<file path="src/rtl/dot_scan_pkg.sv">
// Shared constants, types and helpers for the dot-matrix PWM scanner.
package dot_scan_pkg;

  // Default parameter values: 8x8 two-colour panel, 1 MHz clock, 4 kHz row rate.
  localparam int unsigned DEF_ROWS     = 8;
  localparam int unsigned DEF_COLS     = 8;
  localparam int unsigned DEF_CH       = 2;
  localparam int unsigned DEF_DIV      = 250;
  localparam int unsigned DEF_BW       = 3;
  localparam int unsigned DEF_BLANK    = 2;
  localparam int unsigned DEF_BLINK_FR = 64;

  // Blink phase of the whole display.
  typedef enum logic {
    PH_VISIBLE = 1'b0,
    PH_DARK    = 1'b1
  } blink_phase_e;

  // Width that holds (brightness+1)*DIV without truncation.
  function automatic int unsigned on_len_w(input int unsigned div, input int unsigned bw);
    return $clog2(div) + bw + 1;
  endfunction

  localparam int unsigned DEF_ON_LEN_W = $clog2(DEF_DIV) + DEF_BW + 1;

  // Bit position of channel c, row r, column k inside a frame bitmap.
  function automatic int unsigned idx(input int unsigned c, input int unsigned r,
                                      input int unsigned k,
                                      input int unsigned rows = DEF_ROWS,
                                      input int unsigned cols = DEF_COLS);
    return (c * rows + r) * cols + k;
  endfunction

endpackage

</file>
<file path="src/rtl/dot_scan_pwm_timer.sv">
// Scan timing: tick within a row slot, row index, frame boundary and blink phase.
module scan_timer
  import dot_scan_pkg::*;
#(
  parameter int unsigned ROWS     = DEF_ROWS,
  parameter int unsigned DIV      = DEF_DIV,
  parameter int unsigned BLINK_FR = DEF_BLINK_FR
) (
  input  logic                      clk,
  input  logic                      rst,
  input  logic                      i_blink_en,
  output logic [$clog2(DIV)-1:0]    o_tick,
  output logic [$clog2(ROWS)-1:0]   o_row_idx,
  output logic                      o_slot_start,
  output logic                      o_boundary,
  output blink_phase_e              o_phase
);

  localparam int unsigned TW = $clog2(DIV);
  localparam int unsigned RW = $clog2(ROWS);
  localparam int unsigned FW = $clog2(BLINK_FR + 1);

  logic [TW-1:0] r_tick;
  logic [RW-1:0] r_row_idx;
  logic [FW-1:0] r_frame_cnt;
  blink_phase_e  r_phase;

  logic w_last_tick;
  logic w_last_row;

  assign w_last_tick = (r_tick == TW'(DIV - 1));
  assign w_last_row  = (r_row_idx == RW'(ROWS - 1));

  // Advance tick every clock; step to the next row (wrapping) after the last tick.
  // NOTE: state registers use non-blocking assignments so every flop samples pre-edge values.
  always_ff @(posedge clk or negedge rst) begin
    if (!rst) begin
      r_tick    <= '0;
      r_row_idx <= '0;
    end else if (w_last_tick) begin
      r_tick    <= '0;
      r_row_idx <= w_last_row ? '0 : r_row_idx + RW'(1);
    end else begin
      r_tick    <= r_tick + TW'(1);
    end
  end

  // Count frames while blinking is enabled and flip the phase every BLINK_FR frames.
  always_ff @(posedge clk or negedge rst) begin
    if (!rst) begin
      r_frame_cnt <= '0;
      r_phase     <= PH_VISIBLE;
    end else if (!i_blink_en) begin
      r_frame_cnt <= '0;
      r_phase     <= PH_VISIBLE;
    end else if (o_boundary) begin
      if (r_frame_cnt == FW'(BLINK_FR - 1)) begin
        r_frame_cnt <= '0;
        r_phase     <= (r_phase == PH_DARK) ? PH_VISIBLE : PH_DARK;
      end else begin
        r_frame_cnt <= r_frame_cnt + FW'(1);
      end
    end
  end

  assign o_tick       = r_tick;
  assign o_row_idx    = r_row_idx;
  assign o_slot_start = (r_tick == '0);
  assign o_boundary   = w_last_tick && w_last_row;
  assign o_phase      = r_phase;

endmodule

</file>
<file path="src/rtl/dot_scan_pwm.sv">
// Dot-matrix scanner with double-buffered frames, per-row PWM, blanking and blink.
module dot_scan_pwm
  import dot_scan_pkg::*;
#(
  parameter int unsigned ROWS     = DEF_ROWS,
  parameter int unsigned COLS     = DEF_COLS,
  parameter int unsigned CH       = DEF_CH,
  parameter int unsigned DIV      = DEF_DIV,
  parameter int unsigned BW       = DEF_BW,
  parameter int unsigned BLANK    = DEF_BLANK,
  parameter int unsigned BLINK_FR = DEF_BLINK_FR
) (
  input  logic                      clk,
  input  logic                      rst,
  input  logic [ROWS*COLS*CH-1:0]   frame_data,
  input  logic                      load,
  input  logic [BW-1:0]             brightness,
  input  logic                      blink_en,
  output logic                      pending,
  output logic                      frame_start,
  output logic [ROWS-1:0]           row,
  output logic [CH*COLS-1:0]        col
);

  localparam int unsigned NB  = ROWS * COLS * CH;
  localparam int unsigned TW  = $clog2(DIV);
  localparam int unsigned RW  = $clog2(ROWS);
  localparam int unsigned OLW = on_len_w(DIV, BW);

  logic [TW-1:0]      w_tick;
  logic [RW-1:0]      w_row_idx;
  logic               w_slot_start;
  logic               w_boundary;
  blink_phase_e       w_phase;

  logic [NB-1:0]      r_active;
  logic [NB-1:0]      r_shadow;
  logic               r_pending;
  logic [BW-1:0]      r_bright;
  logic [ROWS-1:0]    r_row;
  logic [CH*COLS-1:0] r_col;
  logic               r_frame_start;

  logic [BW-1:0]      w_bright;
  logic [OLW-1:0]     w_on_len;
  logic               w_in_window;
  logic               w_visible;
  logic [CH*COLS-1:0] w_row_bits;

  scan_timer #(
    .ROWS     (ROWS),
    .DIV      (DIV),
    .BLINK_FR (BLINK_FR)
  ) u_timer (
    .clk          (clk),
    .rst          (rst),
    .i_blink_en   (blink_en),
    .o_tick       (w_tick),
    .o_row_idx    (w_row_idx),
    .o_slot_start (w_slot_start),
    .o_boundary   (w_boundary),
    .o_phase      (w_phase)
  );

  // Frame load handshake: shadow fill, boundary swap, and boundary bypass.
  // NOTE: the frame buffers are reset so a freshly reset panel shows a blank frame.
  always_ff @(posedge clk or negedge rst) begin
    if (!rst) begin
      r_active  <= '0;
      r_shadow  <= '0;
      r_pending <= 1'b0;
    end else if (load && w_boundary) begin
      r_active  <= frame_data;
      r_pending <= 1'b0;
    end else if (load) begin
      r_shadow  <= frame_data;
      r_pending <= 1'b1;
    end else if (w_boundary && r_pending) begin
      r_active  <= r_shadow;
      r_pending <= 1'b0;
    end
  end

  // Hold the brightness seen at slot start for the rest of the slot.
  always_ff @(posedge clk or negedge rst) begin
    if (!rst) begin
      r_bright <= '0;
    end else if (w_slot_start) begin
      r_bright <= brightness;
    end
  end

  // At tick 0 the live input is the slot's level; afterwards the held copy is.
  assign w_bright    = w_slot_start ? brightness : r_bright;
  assign w_on_len    = ((OLW'(w_bright) + OLW'(1)) * OLW'(DIV)) >> BW;
  assign w_in_window = (OLW'(w_tick) >= OLW'(BLANK)) && (OLW'(w_tick) < w_on_len);
  assign w_visible   = !(blink_en && (w_phase == PH_DARK));

  // Gather the current row's bits of every channel from the active frame.
  // NOTE: defaulting the whole vector first keeps this purely combinational.
  always_comb begin
    w_row_bits = '0;
    for (int c = 0; c < CH; c++) begin
      w_row_bits[c*COLS +: COLS] = r_active[idx(c, int'(w_row_idx), 0, ROWS, COLS) +: COLS];
    end
  end

  // Register the pin drive one clock after the counter state it reflects.
  always_ff @(posedge clk or negedge rst) begin
    if (!rst) begin
      r_row         <= '1;
      r_col         <= '0;
      r_frame_start <= 1'b0;
    end else begin
      r_row         <= ~(ROWS'(1) << w_row_idx);
      r_col         <= (w_in_window && w_visible) ? w_row_bits : '0;
      r_frame_start <= w_slot_start && (w_row_idx == '0);
    end
  end

  assign pending     = r_pending;
  assign frame_start = r_frame_start;
  assign row         = r_row;
  assign col         = r_col;

endmodule

</file>
<file path="config.mk">
export PLATFORM = sky130hd
export DESIGN_NAME = dot_scan_pwm
export DESIGN_NICKNAME = d
export VERILOG_FILES = /design/src/rtl/dot_scan_pkg.sv /design/src/rtl/dot_scan_pwm_timer.sv /design/src/rtl/dot_scan_pwm.sv
export SDC_FILE = /design/constraint.sdc
export NUM_CORES = 1
export LEC_CHECK = 0
export BUFFER_PORTS_ARGS = -buffer_cell sky130_fd_sc_hd__buf_2
export CORE_ASPECT_RATIO = 0.6
export CORE_MARGIN = 2
export CORE_UTILIZATION = 25
export CTS_CLUSTER_DIAMETER = 150
export DETAILED_ROUTE_END_ITERATION = 8
export PLACE_DENSITY = 0.38
export SYNTH_ARGS = -nofsm -noshare
export SYNTH_HDL_FRONTEND = slang
export SYNTH_SLANG_ARGS = --single-unit
</file>
<file path="constraint.sdc">
create_clock -name clk -period 16.5 [get_ports clk]
set_clock_uncertainty 0.2 [all_clocks]
set_input_delay 2.475 -clock clk [delete_from_list [all_inputs] [get_ports clk]]
set_output_delay 2.475 -clock clk [all_outputs]
set_load 0.01 [all_outputs]
</file>
==> results of run 1 <==
[power breakdown]
group          leakage, nW  switching, mW  internal [mW]
sequential            3.75         0.0264          0.797
clock                0.585          0.325          0.506
combinational         3.27          0.108         0.0898
total                 7.61          0.460           1.39
[worst max-delay path, cell delays in order]
cell and delay, ns:
buf_2 0.08, nand3_1 0.08, nand2_1 0.33, inv_1 0.18
nor3_1 0.72, fa_1 0.57, fa_1 0.52, inv_1 0.04
ha_1 0.31, and3b_1 0.18, a211oi_1 0.27, xor2_1 0.18
ha_1 0.24, a31oi_1 0.17, o21ai_1 0.09, buf_4 0.20
o311ai_0 0.36
[path summary, 6_finish.rpt]
| kind | startpoint | end | slack [ns] | depth (start not counted) |
|---|---|---|---|---|
| hold reg to reg | r_active[113] | r_active[113] | 0.27 | 2 |
| min in group asynchronous | rst | r_shadow[74] | 1.80 | 1 |
| setup / recovery | brightness[0] | col[1] | 9.69 | 17 |
| max in group asynchronous | rst | r_shadow[22] | 12.87 | 2 |
| setup reg to reg | u_timer.o_tick[0] | col[1] | 10.29 | 21 |
| hold / removal | r_active[113] | r_active[113] | 0.27 | 2 |
[routing by layer]
layer	track usage [%]	up-vias	share of wire, %
li1	-	5024	-
met1	23.7	5500	52
met2	22.5	178	42
met3	2.82	49	4.1
met4	2.83	0	1.5
met5	0	-	0
[Yosys cell counts (all sizes together) (23+ instances only)]
| cell | instances |
|---|---|
| mux2 | 128 |
| a31oi | 122 |
| o21ai | 132 |
| inv | 27 |
| buf | 23 |
| ha | 31 |
| clkbuf | 82 |
| nor2 | 28 |
| nand2 | 162 |
| and2 | 125 |
| mux4 | 32 |
| dfrtp | 296 |
[cell type report]
class / instances / area share (%)
sequential: 304 / 43.4
antenna: 2 / 0.0285
inverter: 27 / 0.592
timing repair buffer: 177 / 5.43
clock buffer: 56 / 6.08
multi-input combinational: 906 / 38.1
clock inverter: 7 / 0.784
tap: 781 / 5.57
[registers in the layout, summed over array words and instances, names as in the netlist]
register	count
u_timer.o_phase	1
col	16
r_shadow	128
u_timer.o_row_idx	3
row	8
u_timer.r_frame_cnt	7
frame_start	1
r_bright	3
r_active	128
pending	1
u_timer.o_tick	8
[layout by cell type, fill, tap and decap left out, types with 3 or more instances in the layout]
| master | synthesis | final |
|---|---|---|
| nand3_1 | 10 | 10 |
| o21ai_0 | 132 | 130 |
| xnor2_1 | 4 | 4 |
| or3_1 | 19 | 19 |
| ha_1 | 31 | 31 |
| mux2i_1 | 18 | 18 |
| nor2_1 | 28 | 28 |
| buf_4 | 0 | 17 |
| clkbuf_16 | 0 | 37 |
| mux4_2 | 32 | 32 |
| dfstp_2 | 8 | 8 |
| o22ai_1 | 16 | 16 |
| dfrtp_1 | 296 | 293 |
| bufinv_16 | 0 | 4 |
| fa_1 | 5 | 5 |
| nor2b_1 | 4 | 4 |
| mux2_2 | 128 | 128 |
| a21oi_1 | 17 | 16 |
| clkbuf_8 | 0 | 7 |
| buf_2 | 21 | 158 |
| nand2_1 | 161 | 159 |
| o211ai_1 | 3 | 3 |
| o311ai_0 | 6 | 6 |
| and2_1 | 125 | 125 |
| o311ai_1 | 10 | 10 |
| nor3_1 | 5 | 5 |
| xor2_1 | 4 | 4 |
| clkbuf_1 | 82 | 12 |
| inv_1 | 27 | 26 |
| a31oi_1 | 122 | 122 |
| nand4_1 | 3 | 3 |
[kinds of logic after synthesis]
group | after synthesis | share of synthesized area, %
muxes | 178 | 15.8
xor gates and xnor gates | 9 | 0.583
adders and majority gates | 36 | 3.30
AOI/OAI and AO/OA | 315 | 12.8
buffers and inverters | 132 | 3.63
DFF | 304 | 51.5
and+or+nand+nor | 368 | 12.5
[stage by stage]
stage | hold WS, ns | util (%)
after floorplan | 0.236 | -
after global placement | 0.260 | 27.8
after detailed placement | 0.266 | 27.8
after CTS | 0.281 | 29.8
after global routing | 0.294 | 29.8
final | 0.274 | 29.8
==> results.sh, run 1 <==
export IMPL_outcome="complete, no violations"
export IMPL_die_area_mm2=0.0612
export IMPL_end_kind="flip-flop"
export IMPL_cts_made_buffers=36
export IMPL_synth_top_area_cell="dfrtp_1"
export IMPL_drc_errors=0
export IMPL_fin_crit_sh_pct=41.3
export IMPL_grt_pass1_wl_um=72400
export IMPL_yosysWarnings=0
export IMPL_clk_insertion_delay_late_ns=0.52
export IMPL_rsz0062_at_grt="false"
export IMPL_grt_use_total_pct=15.5
export IMPL_max_freq_ghz=0.147
export IMPL_antenna_found_initial=2
export IMPL_layout_nets=1623
export IMPL_drive_above_1_share_pct=28.0
export IMPL_dp_cells=2195
export IMPL_placeableCoreArea_mm2=0.0589
export IMPL_synth_cells=1342
export IMPL_cts_sinks=304
export IMPL_synth_nets=1513
export IMPL_final_instance_count_excl_fill=2260
export IMPL_worst_pin_slew_ns=1.14
export IMPL_cts_resized=0
export IMPL_first_pass_iters=5
export IMPL_start_kind="input port"
export IMPL_fp_row_count=69
export IMPL_placed_area_mm2=0.0163
export IMPL_grt_max_degree=156
export IMPL_final_max_slew_viol_count=0
export IMPL_seq_area_frac_synth_pct=51.5
export IMPL_ir_worst_vdd_mv=0.0502
export IMPL_fin_ws_ns=9.69
export IMPL_htreeDepth=2
export IMPL_vias=10800
export IMPL_dp_slack_ns=9.12
export IMPL_cap_violations=0
export IMPL_io_buffers=160
export IMPL_async_reset_ff_share_pct=100
export IMPL_yosys_most_used_dff="dfrtp_1"
export IMPL_fillers=6079
export IMPL_detail_route_wl_per_cell_um=20.8
export IMPL_gp_congestion=0.823
export IMPL_hold_viol_final=0
export IMPL_hold_class="flip-flop to flip-flop"
export IMPL_synth_edf_count=0
export IMPL_synth_top_cell_area_share_pct=50.0
export IMPL_cts_root_buf="clkbuf_16"
export IMPL_ys_top_cells_by_area="dfrtp_1 50%, mux2_2 9.7%, and2_1 5.3%, a31oi_1 5.2%, mux4_2 4.9%"
export IMPL_synth_distinct_cells=49
export IMPL_hpwl_um=30100
export IMPL_cts_setup_buffers=0
export IMPL_crit_fanout=16
export IMPL_syn_area_per_cell_um2=11.0
export IMPL_p_leak_nw=7.61
export IMPL_io_pins=161
export IMPL_relSlewSlack_pct=23.8
export IMPL_multi_input_area_mm2=0.00669
export IMPL_die_height_um=192
export IMPL_cts_path_max_buffers=3
export IMPL_tns_ns=0
export IMPL_cts_tree="yes"
export IMPL_p_total_mw=1.85
export IMPL_clkTransAtPathRegs_ns=0.06
export IMPL_p_per_area_mw_per_mm2=106
export IMPL_synth_seq_cells=304
export IMPL_die_w_um=318
export IMPL_grt_pass1_vias=11000
export IMPL_drt_iter0_drc=621
export IMPL_hold_buffers=0
export IMPL_initial_core_util_pct=25.1
export IMPL_critPathKind="input port to flip-flop"
export IMPL_worst_endpoint_arrival_ns=7.00
export IMPL_drt_wl_total_um=47000
export IMPL_postLayoutCellArea_mm2=0.0176
export IMPL_fin_crit_ns=6.81
export IMPL_gr_total_overflow=0
export IMPL_layout_area_seq_mm2=0.00762
export IMPL_critPathRequiredTime_ns=16.69
export IMPL_syn2layout_area_growth_pct=18.6
export IMPL_drt_antenna_violating_nets=0
export IMPL_syn_area_mm2=0.0148
export IMPL_setup_viol=0
export IMPL_post_drt_via_cell_ratio=4.76
No activity file was read; power rests on OpenSTA's default activity.
==> run 2: changes to the inputs <==
- clock period: 16.5 -> 6.55 ns (I/O delays scaled with it)
==> results.sh, run 2 (synthesized netlist as in run 1, its figures left out) <==
export IMPL_outcome="complete, no violations"
export IMPL_hold_class="input port to asynchronous set/reset pin"
export IMPL_crit_top_cell="ha_1"
export IMPL_worst_endpoint_arrival_ns=6.19
export IMPL_grt_pass1_vias=11300
export IMPL_post_drt_via_cell_ratio=4.81
export IMPL_hpwl_um=31100
export IMPL_max_stage_delay_ns=0.55
export IMPL_drt_iter0_drc=603
export IMPL_cts_sinks=304
export IMPL_rsz0062_at_grt="false"
export IMPL_fin_ws_ns=0.557
export IMPL_combPwrFrac_pct=10.9
export IMPL_detail_route_wl_per_cell_um=21.1
export IMPL_io_buffers=160
export IMPL_hold_viol_final=0
export IMPL_io_pins=161
export IMPL_drt_antenna_violating_nets=0
export IMPL_cap_violations=0
export IMPL_fin_crit_sh_pct=91.5
export IMPL_postLayoutCellArea_mm2=0.0176
export IMPL_crit_fanout=16
export IMPL_crit_chain="inv_1, ha_1, nor3b_2, nand2_2, mux2i_1, inv_1, ha_1, nor2b_1, o22ai_1, o311ai_4, fa_1, fa_1, inv_1, ha_1, and3b_1, a211oi_1, xor2_1, ha_1, a31oi_1, o21ai_1, buf_4, o311ai_0"
export IMPL_p_per_area_mw_per_mm2=265
export IMPL_max_freq_ghz=0.167
export IMPL_clockPowerShare_pct=44.7
export IMPL_tns_ns=0
export IMPL_initial_core_util_pct=25.1
export IMPL_syn2layout_area_growth_pct=18.9
export IMPL_dp_slack_ns=0.393
export IMPL_start_kind="flip-flop"
export IMPL_clk_insertion_delay_late_ns=0.52
export IMPL_placed_area_mm2=0.0164
export IMPL_cts_tree="yes"
export IMPL_final_max_slew_viol_count=0
export IMPL_ir_worst_vdd_mv=0.127
export IMPL_end_kind="flip-flop"
export IMPL_grt_max_degree=131
export IMPL_placeableCoreArea_mm2=0.0589
export IMPL_internal_power_mw=3.51
export IMPL_die_area_mm2=0.0612
export IMPL_cts_made_buffers=35
export IMPL_switching_share_pct=24.7
export IMPL_vias=10900
export IMPL_grt_use_total_pct=15.7
export IMPL_fillers=6069
export IMPL_critPathKind="flip-flop to flip-flop"
export IMPL_netSwitchingPower_mw=1.15
export IMPL_gp_congestion=0.809
export IMPL_final_common_cell="dfrtp_1"
export IMPL_clkTransAtPathRegs_ns=0.06
export IMPL_slowest_stage="fa_1"
export IMPL_critPathRequiredTime_ns=6.74
export IMPL_drt_wl_total_um=47600
export IMPL_p_leak_nw=7.65
export IMPL_drc_errors=0
export IMPL_die_height_um=192
export IMPL_drive_above_1_share_pct=28.5
export IMPL_htreeDepth=2
export IMPL_grt_pass1_wl_um=73400
export IMPL_first_pass_iters=5
export IMPL_worst_pin_slew_ns=1.14
export IMPL_cts_path_max_buffers=3
export IMPL_layout_nets=1626
export IMPL_cts_setup_buffers=0
export IMPL_cts_root_buf="clkbuf_16"
export IMPL_relSlewSlack_pct=23.8
export IMPL_gr_total_overflow=0
export IMPL_die_w_um=318
export IMPL_layout_common_cells="293 x dfrtp_1, 159 x nand2_1, 158 x buf_2, 130 x o21ai_0, 128 x mux2_2"
export IMPL_setup_viol=0
export IMPL_p_seq_share_pct=44.4
export IMPL_fp_row_count=69
export IMPL_antenna_found_initial=5
export IMPL_fin_crit_ns=5.99
[run 2: power by group through the flow]
stage                     clock, mW  combinational, mW  sequential (mW)
final                          2.09              0.508             2.07
after global routing           2.25              0.574             2.08
after global placement            0              0.513             2.10
after detailed placement          0              0.521             2.10
after CTS                      2.16              0.523             2.07
after floorplan                   0              0.298             2.09
[run 2: critical path, delay by kind of cell, from the launching register on]
family	cells	cell delay, ns
fa+ha+maj	6	2.06
xor+xnor	1	0.18
flops	1	0.45
mux	1	0.33
compound gates	6	1.32
buf+inv	4	0.53
simple gates	4	0.79
[run 2: metal layers]
| layer | track usage, % | vias to the layer above | share of wire, % |
|---|---|---|---|
| met5 | 0 | - | 0.055 |
| met2 | 22.6 | 181 | 42 |
| li1 | - | 5029 | - |
| met3 | 2.56 | 47 | 3.5 |
| met4 | 2.68 | 4 | 1.3 |
| met1 | 24.6 | 5622 | 53 |
[run 2: layout make-up]
cell class	instances	area [um^2]	area share, %
well taps	781	977	5.55
repair buffers	181	996	5.66
clock inverters	8	140	0.796
multi-input cells	906	6690	38.0
diodes	2	5.00	0.0284
clock buffers	52	1060	6.04
flip-flops and latches	304	7620	43.3
inverters	27	104	0.590
[run 2: per-stage QoR]
stage	hold slack (ns)	instances	util [%]	total power, mW
3_5_place_dp	0.266	2199	27.8	2.62
2_1_floorplan	0.236	1342	-	2.39
4_1_cts	0.233	2259	29.9	4.76
3_3_place_gp	0.261	2199	27.8	2.61
6_report	0.225	2261	29.9	4.66
5_1_grt	0.248	2259	29.9	4.91
[run 2: what timing repair did]
action / in CTS / in global routing
setup endpoints to repair: 0 / 4
hold buffers: 0 / 0
gates resized for setup: 0 / 1
[run 2: final timing paths]
| path | start | endpoint | slack [ns] | cells after the start |
|---|---|---|---|---|
| max | u_timer.o_tick[0] | col[0] | 0.56 | 22 |
| min | rst | r_shadow[67] | 0.23 | 1 |
| max reg2reg | u_timer.o_tick[0] | col[0] | 0.56 | 22 |
| min reg2reg | r_active[16] | r_active[16] | 0.27 | 2 |
| max in group asynchronous | rst | u_timer.o_tick[6] | 4.65 | 2 |
| min in group clk | r_active[16] | r_active[16] | 0.27 | 2 |
